<file path="src/rtl/alu_pipe_mc.sv">
// alu_pipe_mc: two-stage valid/ready EX ALU with a saturating signed ADD/SUB,
// shifts, lane ops, V/N/Z flag register, and an iterative shift-add signed MUL.

// One PADDSB lane: signed add that clamps to the lane's min/max on overflow.
module alu_pipe_mc_lane #(
  parameter int LANE_W = 4
) (
  input  logic [LANE_W-1:0] a,
  input  logic [LANE_W-1:0] b,
  output logic [LANE_W-1:0] sum
);
  logic [LANE_W:0] raw;
  assign raw = {a[LANE_W-1], a} + {b[LANE_W-1], b};

  // Top two bits of the sign-extended sum disagree exactly when the lane overflowed.
  always_comb begin
    if (raw[LANE_W] != raw[LANE_W-1]) sum = {raw[LANE_W], {(LANE_W-1){~raw[LANE_W]}}};
    else                              sum = raw[LANE_W-1:0];
  end
endmodule

module alu_pipe_mc #(
  parameter int WIDTH  = 16,
  parameter int LANE_W = 4
) (
  input  logic             clk,
  input  logic             rst_n,
  input  logic             in_valid,
  output logic             in_ready,
  input  logic [3:0]       opcode,
  input  logic [WIDTH-1:0] op_a,
  input  logic [WIDTH-1:0] op_b,
  output logic             out_valid,
  input  logic             out_ready,
  output logic [WIDTH-1:0] result,
  output logic             ovfl,
  output logic             neg,
  output logic             zero,
  output logic             flags_we,
  output logic             illegal
);
  localparam int SH_W      = $clog2(WIDTH);
  localparam int NUM_LANES = WIDTH / LANE_W;
  localparam int CNT_W     = $clog2(WIDTH + 1);

  localparam logic [3:0] OP_ADD = 4'h0, OP_SUB = 4'h1, OP_XOR = 4'h2, OP_RED = 4'h3,
                         OP_SLL = 4'h4, OP_SRA = 4'h5, OP_ROR = 4'h6, OP_PAD = 4'h7,
                         OP_LW  = 4'h8, OP_SW  = 4'h9, OP_LLB = 4'hA, OP_LHB = 4'hB,
                         OP_MUL = 4'hC;

  localparam logic [0:0] ST_IDLE = 1'b0, ST_BUSY = 1'b1;

  typedef struct packed {
    logic [3:0]       op;
    logic [WIDTH-1:0] a;
    logic [WIDTH-1:0] b;
  } s1_t;

  // Result plus the flag writes it carries; flags commit only when consumed.
  typedef struct packed {
    logic [WIDTH-1:0] res;
    logic             ill;
    logic             wz;   // write Z
    logic             wnv;  // write N and V
    logic             v;
  } s2_t;

  logic             s1_valid, s2_valid;
  s1_t              s1;
  s2_t              s2, alu_s2, mul_s2;
  logic [0:0]       state;
  logic [CNT_W-1:0] cnt;
  logic [2*WIDTH-1:0] acc, mcd, acc_nx;
  logic [WIDTH-1:0] mpl;
  logic             mneg;

  logic adv, idle, s1_go, s1_is_mul, mul_start, alu_load, mul_done, consume;

  assign adv       = !s2_valid | out_ready;
  assign idle      = (state == ST_IDLE);
  assign s1_go     = s1_valid & adv & idle;
  assign s1_is_mul = (s1.op == OP_MUL);
  assign mul_start = s1_go & s1_is_mul;
  assign alu_load  = s1_go & !s1_is_mul;
  assign mul_done  = !idle & (cnt == CNT_W'(1));
  assign consume   = s2_valid & out_ready;
  // S1 can refill while a MUL is busy; it only frees up when its op moves to S2.
  assign in_ready  = !s1_valid | alu_load;

  assign out_valid = s2_valid;
  assign result    = s2.res;
  assign illegal   = s2.ill;

  // ---------------- lane datapath ----------------
  logic [NUM_LANES-1:0][LANE_W-1:0] a_lanes, b_lanes, pad_lanes;
  logic [WIDTH-1:0] red_sum;
  assign a_lanes = s1.a;
  assign b_lanes = s1.b;

  for (genvar g = 0; g < NUM_LANES; g++) begin : g_lane
    alu_pipe_mc_lane #(.LANE_W(LANE_W)) u_lane (
      .a   (a_lanes[g]),
      .b   (b_lanes[g]),
      .sum (pad_lanes[g])
    );
  end

  // Reduction: sign-extend every lane of A and B to WIDTH and add them all.
  always_comb begin
    red_sum = '0;
    for (int i = 0; i < NUM_LANES; i++) begin
      red_sum = red_sum
              + {{(WIDTH-LANE_W){a_lanes[i][LANE_W-1]}}, a_lanes[i]}
              + {{(WIDTH-LANE_W){b_lanes[i][LANE_W-1]}}, b_lanes[i]};
    end
  end

  // ---------------- single-cycle ops ----------------
  logic [WIDTH:0]   add_raw, sub_raw;
  logic             add_ovf, sub_ovf;
  logic [SH_W-1:0]  sh;
  logic [WIDTH-1:0] sll_r, sra_r, ror_r;

  assign add_raw = {s1.a[WIDTH-1], s1.a} + {s1.b[WIDTH-1], s1.b};
  assign sub_raw = {s1.a[WIDTH-1], s1.a} - {s1.b[WIDTH-1], s1.b};
  assign add_ovf = add_raw[WIDTH] != add_raw[WIDTH-1];
  assign sub_ovf = sub_raw[WIDTH] != sub_raw[WIDTH-1];
  assign sh      = s1.b[SH_W-1:0];
  assign sll_r   = s1.a << sh;
  assign sra_r   = $unsigned($signed(s1.a) >>> sh);
  assign ror_r   = WIDTH'({s1.a, s1.a} >> sh);

  // Decode S1 into the S2 payload for every op that completes in one cycle.
  always_comb begin
    alu_s2 = '0;
    case (s1.op)
      OP_ADD: begin
        alu_s2.res = add_ovf ? {add_raw[WIDTH], {(WIDTH-1){~add_raw[WIDTH]}}} : add_raw[WIDTH-1:0];
        alu_s2.v   = add_ovf;
        alu_s2.wz  = 1'b1;
        alu_s2.wnv = 1'b1;
      end
      OP_SUB: begin
        alu_s2.res = sub_ovf ? {sub_raw[WIDTH], {(WIDTH-1){~sub_raw[WIDTH]}}} : sub_raw[WIDTH-1:0];
        alu_s2.v   = sub_ovf;
        alu_s2.wz  = 1'b1;
        alu_s2.wnv = 1'b1;
      end
      OP_XOR: begin alu_s2.res = s1.a ^ s1.b; alu_s2.wz = 1'b1; end
      OP_SLL: begin alu_s2.res = sll_r;       alu_s2.wz = 1'b1; end
      OP_SRA: begin alu_s2.res = sra_r;       alu_s2.wz = 1'b1; end
      OP_ROR: begin alu_s2.res = ror_r;       alu_s2.wz = 1'b1; end
      OP_RED: alu_s2.res = red_sum;
      OP_PAD: alu_s2.res = pad_lanes;
      OP_LW, OP_SW: alu_s2.res = s1.a + s1.b;
      OP_LLB: alu_s2.res = {s1.a[WIDTH-1:WIDTH/2], s1.b[WIDTH/2-1:0]};
      OP_LHB: alu_s2.res = {s1.b[WIDTH/2-1:0], s1.a[WIDTH/2-1:0]};
      default: alu_s2.ill = 1'b1;  // MUL never reaches here via alu_load
    endcase
  end

  // ---------------- iterative MUL ----------------
  logic mul_sat;
  assign acc_nx  = acc + (mpl[0] ? mcd : '0);
  // Magnitude limit is 2^(W-1)-1 for positive products and 2^(W-1) for negative.
  assign mul_sat = mneg ? (|acc_nx[2*WIDTH-1:WIDTH] | (acc_nx[WIDTH-1] & |acc_nx[WIDTH-2:0]))
                        : |acc_nx[2*WIDTH-1:WIDTH-1];

  // Final product formatting on the last shift-add step.
  always_comb begin
    mul_s2     = '0;
    mul_s2.wz  = 1'b1;
    mul_s2.wnv = 1'b1;
    mul_s2.v   = mul_sat;
    if (mul_sat)   mul_s2.res = {mneg, {(WIDTH-1){~mneg}}};
    else if (mneg) mul_s2.res = ~acc_nx[WIDTH-1:0] + WIDTH'(1);
    else           mul_s2.res = acc_nx[WIDTH-1:0];
  end

  // MUL sequencer: load magnitudes on start, one shift-add per cycle while busy.
  always_ff @(posedge clk or negedge rst_n) begin
    if (!rst_n) begin
      state <= ST_IDLE;
      cnt   <= '0;
      acc   <= '0;
      mcd   <= '0;
      mpl   <= '0;
      mneg  <= 1'b0;
    end else if (mul_start) begin
      state <= ST_BUSY;
      cnt   <= CNT_W'(WIDTH);
      acc   <= '0;
      mcd   <= {{WIDTH{1'b0}}, (s1.a[WIDTH-1] ? -s1.a : s1.a)};
      mpl   <= s1.b[WIDTH-1] ? -s1.b : s1.b;
      mneg  <= s1.a[WIDTH-1] ^ s1.b[WIDTH-1];
    end else if (!idle) begin
      acc <= acc_nx;
      mcd <= mcd << 1;
      mpl <= mpl >> 1;
      cnt <= cnt - CNT_W'(1);
      if (mul_done) state <= ST_IDLE;
    end
  end

  // S1 operand register.
  always_ff @(posedge clk or negedge rst_n) begin
    if (!rst_n) begin
      s1_valid <= 1'b0;
      s1       <= '0;
    end else if (in_valid & in_ready) begin
      s1_valid <= 1'b1;
      s1       <= '{op: opcode, a: op_a, b: op_b};
    end else if (s1_go) begin
      s1_valid <= 1'b0;
    end
  end

  // S2 result register. S2 is always empty when a MUL finishes, because nothing
  // else can enter S2 while the sequencer is busy.
  always_ff @(posedge clk or negedge rst_n) begin
    if (!rst_n) begin
      s2_valid <= 1'b0;
      s2       <= '0;
    end else if (alu_load) begin
      s2_valid <= 1'b1;
      s2       <= alu_s2;
    end else if (mul_done) begin
      s2_valid <= 1'b1;
      s2       <= mul_s2;
    end else if (consume) begin
      s2_valid <= 1'b0;
    end
  end

  // Flag register commits when the result is consumed; flags_we follows one cycle later.
  always_ff @(posedge clk or negedge rst_n) begin
    if (!rst_n) begin
      ovfl     <= 1'b0;
      neg      <= 1'b0;
      zero     <= 1'b0;
      flags_we <= 1'b0;
    end else begin
      flags_we <= consume & (s2.wz | s2.wnv);
      if (consume & s2.wz) zero <= (s2.res == '0);
      if (consume & s2.wnv) begin
        neg  <= s2.res[WIDTH-1];
        ovfl <= s2.v;
      end
    end
  end
endmodule
</file>
<file path="config.mk">
export PLATFORM = sky130hd
export DESIGN_NAME = alu_pipe_mc
export DESIGN_NICKNAME = d
export VERILOG_FILES = /design/src/rtl/alu_pipe_mc.sv
export SDC_FILE = /design/constraint.sdc
export NUM_CORES = 1
export LEC_CHECK = 0
export ABC_CLOCK_PERIOD_IN_PS = 6700
export CORE_ASPECT_RATIO = 1.4
export CORE_UTILIZATION = 50
export CTS_CLUSTER_SIZE = 28
export DETAILED_ROUTE_END_ITERATION = 8
export PLACE_DENSITY_LB_ADDON = 0.2
export SYNTH_ARGS = -nofsm -noshare
export SYNTH_HDL_FRONTEND = slang
export SYNTH_SLANG_ARGS = --single-unit
</file>
<file path="constraint.sdc">
create_clock -name clk -period 6.7 [get_ports clk]
set_input_delay 1.005 -clock clk [delete_from_list [all_inputs] [get_ports clk]]
set_output_delay 1.005 -clock clk [all_outputs]
set_load 0.005 [all_outputs]
</file>
==> impl_metrics.csv <==
group,metric,value,unit
run_status,outcome,"completed",
routing,drtIter0Drc,1170,
routing,drt-pass1-iter-count,6,
yosys,yosys_warnings,0,
layout,nets,1998,
yosys,synth_cells,1876,
yosys,netlist_area,0.0149,sq mm
die,die-area,0.0305,sq mm
global_routing,first_global_vias,14200,
yosys,syn_nets,2028,
routing,drt_drc_violations_left,0,
critical_path,crit_buf_inv,3,
clock_network,clock-root-buffer,"clkbuf_16",
critical_path,setup.worst_path.start_class,"flop",
placement,place_congestion,1.03,
critical_path,required,7.05,ns
yosys,synth-simple-area-share,0.198,
sta,rsz0062_at_grt,"no",
min_path,hold_path.class,"reg -> reg",
yosys,async_reset_ff_frac,1.00,
die,std_cell_rows,74,
critical_path,cp_data_arrival_time,6.23,ns
layout,num_antenna_cells,0,
die,core,0.0293,sq mm
critical_path,slowest_delay,0.61,ns
yosys,synth_xor_area_frac,0.0515,
clock_network,ctsHoldBuffers,0,
sta,fin_setup_tns,0,ns
yosys,synth-edff-count,0,
clock_network,cts_made_buffers,17,
routing,routedWlPerCell,24.4,um
routing,wirelength,54.7,mm
global_routing,track_usage,0.366,
layout,fillers,2869,
yosys,synth_top_family_by_area,"compound AO/OA/AOI/OAI gates",
placement,port_buffers,62,
die,boundaryPins,63,
sta,finalSetupViolations,0,
critical_path,crit_type,"reg -> reg",
yosys,synthMuxAreaShare,0.0690,
sta,final.setup_skew,0.0134,ns
layout,final_common_cell,"nand2_1",
sta,worst_hold_slack,0.496,ns
clock_network,clkSinkCount,149,
yosys,synth_seq_cells,149,
critical_path,cpMaxStageDelayCell,"dfrtp_1",
die,start_util,0.510,
routing,antenna_left,0,
yosys,yosysSeqAreaShare,0.250,
clock_network,post_cts_buffers,0,
sta,tightest_slew,1.10,ns
clock_network,cts.path.max_buffers,2,
routing,viasPerCell,6.45,
run,maxCapViolations,0,
critical_path,path_cells,"inv_1 -> fa_1 -> inv_1 -> fa_1 -> fa_1 -> fa_1 -> ha_1 -> inv_1 -> fa_1 -> nor2b_1 -> o21ai_0 -> a21boi_0 -> or3_1 -> a21oi_1 -> a31oi_1 -> o21ai_0 -> nor4_1 -> a31o_2 -> a32oi_1",
sta,max_freq,170,MHz
critical_path,cpMostUsedCell,"fa_1",
yosys,synth_cell_types,96,
routing,num_vias,14400,
sta,period_share,0.877,
critical_path,path_delay_family,"adder cells",
layout,syn2layout_area_growth,8.63,%
clock_network,clock_latency,0.45,ns
yosys,synth-adder-area-share,0.117,
clock_network,clkTransAtPathRegs,0.07,ns
sta,slew_headroom,0.260,
sta,drv_slew,0,
placement,dpl.hpwl,42.3,mm
global_routing,overflow,0,
sta,finalHoldViolCount,0,
die,die_w,148,um
layout,final_cell_mix,"207 x nand2_1, 189 x o21ai_0, 160 x nor2_1",
sta,finalCriticalPeriod,5.88,ns
critical_path,crit_fanout,12,
global_routing,grt_max_degree,101,
clock_network,htree_levels,4,
global_routing,grt_pass1_wl,83.1,mm
clock_network,cts_tree,"yes",
yosys,ys.flop_type,"dfrtp_1",
critical_path,worst_setup_path_end_kind,"flop",
yosys,synth.avg_cell_area,7.95,sq um
global_routing,antenna_found_initial,0,
yosys,synth_compound_area_frac,0.249,
layout,layout-drive-gt1-share,0.0823,
die,die_h,206,um
clock_network,post_cts_resized,0,
## tightest hold or removal path, delay by kind of cell (launching register included)
kind / cells / cell delay (ns)
AND/OR/NAND/NOR: 1 / 0.05
flip-flops: 1 / 0.35
AO/OA/AOI/OAI: 1 / 0.07
## flip-flops by register name, indices dropped and copies added (netlist names), 3 cells and up
| signal | flops |
|---|---|
| acc | 32 |
| mcd | 32 |
| a_lanes | 16 |
| b_lanes | 16 |
| mpl | 16 |
| result | 16 |
| cnt | 5 |
| s1 | 4 |
| s2 | 3 |
## cells in the mapped netlist, drive strengths merged (32+ instances only)
cell type,n,share of area
nor2,161,0.041
nand2b,32,0.013
ha,78,0.065
clkbuf,107,0.027
and2,35,0.015
mux2i,42,0.028
fa,34,0.046
dfrtp,149,0.25
nand3,46,0.016
o21ai,196,0.067
mux2,44,0.033
nand2,208,0.052
buf,36,0.015
xnor2,65,0.039
inv,97,0.024
nor3,38,0.014
a21oi,101,0.034
## cells by family after synthesis
kind of cell    Yosys count
simple gates            624
compound gates          565
buf+inv                 240
flops                   149
fa+ha+maj               121
mux                      91
xor+xnor                 86
## through the flow
step | instances | worst slack [ns] | instance area [sq um] | utilization
2_1_floorplan | 1876 | 1.12 | 14900 | -
3_3_place_gp | 2207 | 1.10 | 15700 | 0.535
4_1_cts | 2239 | 0.944 | 16200 | 0.554
5_1_grt | 2239 | 0.507 | 16200 | 0.554
6_report | 2239 | 0.822 | 16200 | 0.554
3_5_place_dp | 2207 | 0.995 | 15700 | 0.535
## final timing paths
path | start | endpoint | slack [ns] | cells past startpoint
max reg2reg | a_lanes[6] | result[12] | 0.82 | 19
max | a_lanes[6] | result[12] | 0.82 | 19
max in group asynchronous | rst_n | state | 4.64 | 2
min | acc[22] | acc[22] | 0.50 | 2
min in group asynchronous | rst_n | s1[33] | 0.64 | 1
min reg2reg | acc[22] | acc[22] | 0.50 | 2
## routing by layer
| metal | up-vias | track usage | share of wire |
|---|---|---|---|
| met5 | - | 0 | 0 |
| met4 | 0 | 0.290 | 0.084 |
| met3 | 216 | 0.0525 | 0.055 |
| met2 | 602 | 0.637 | 0.49 |
| met1 | 6947 | 0.399 | 0.37 |
| li1 | 6672 | - | - |
## cell type report
class / instances / area, sq um / area share
clock inverter: 14 / 116 / 0.00718
inverter: 97 / 364 / 0.0225
clock buffer: 18 / 429 / 0.0265
multi-input combinational: 1487 / 10200 / 0.631
tap: 380 / 475 / 0.0293
sequential: 149 / 3730 / 0.230
timing repair buffer: 94 / 862 / 0.0532
Power is not shown: default switching activity piles up to over one toggle a cycle in this logic, so the estimate is an artifact.
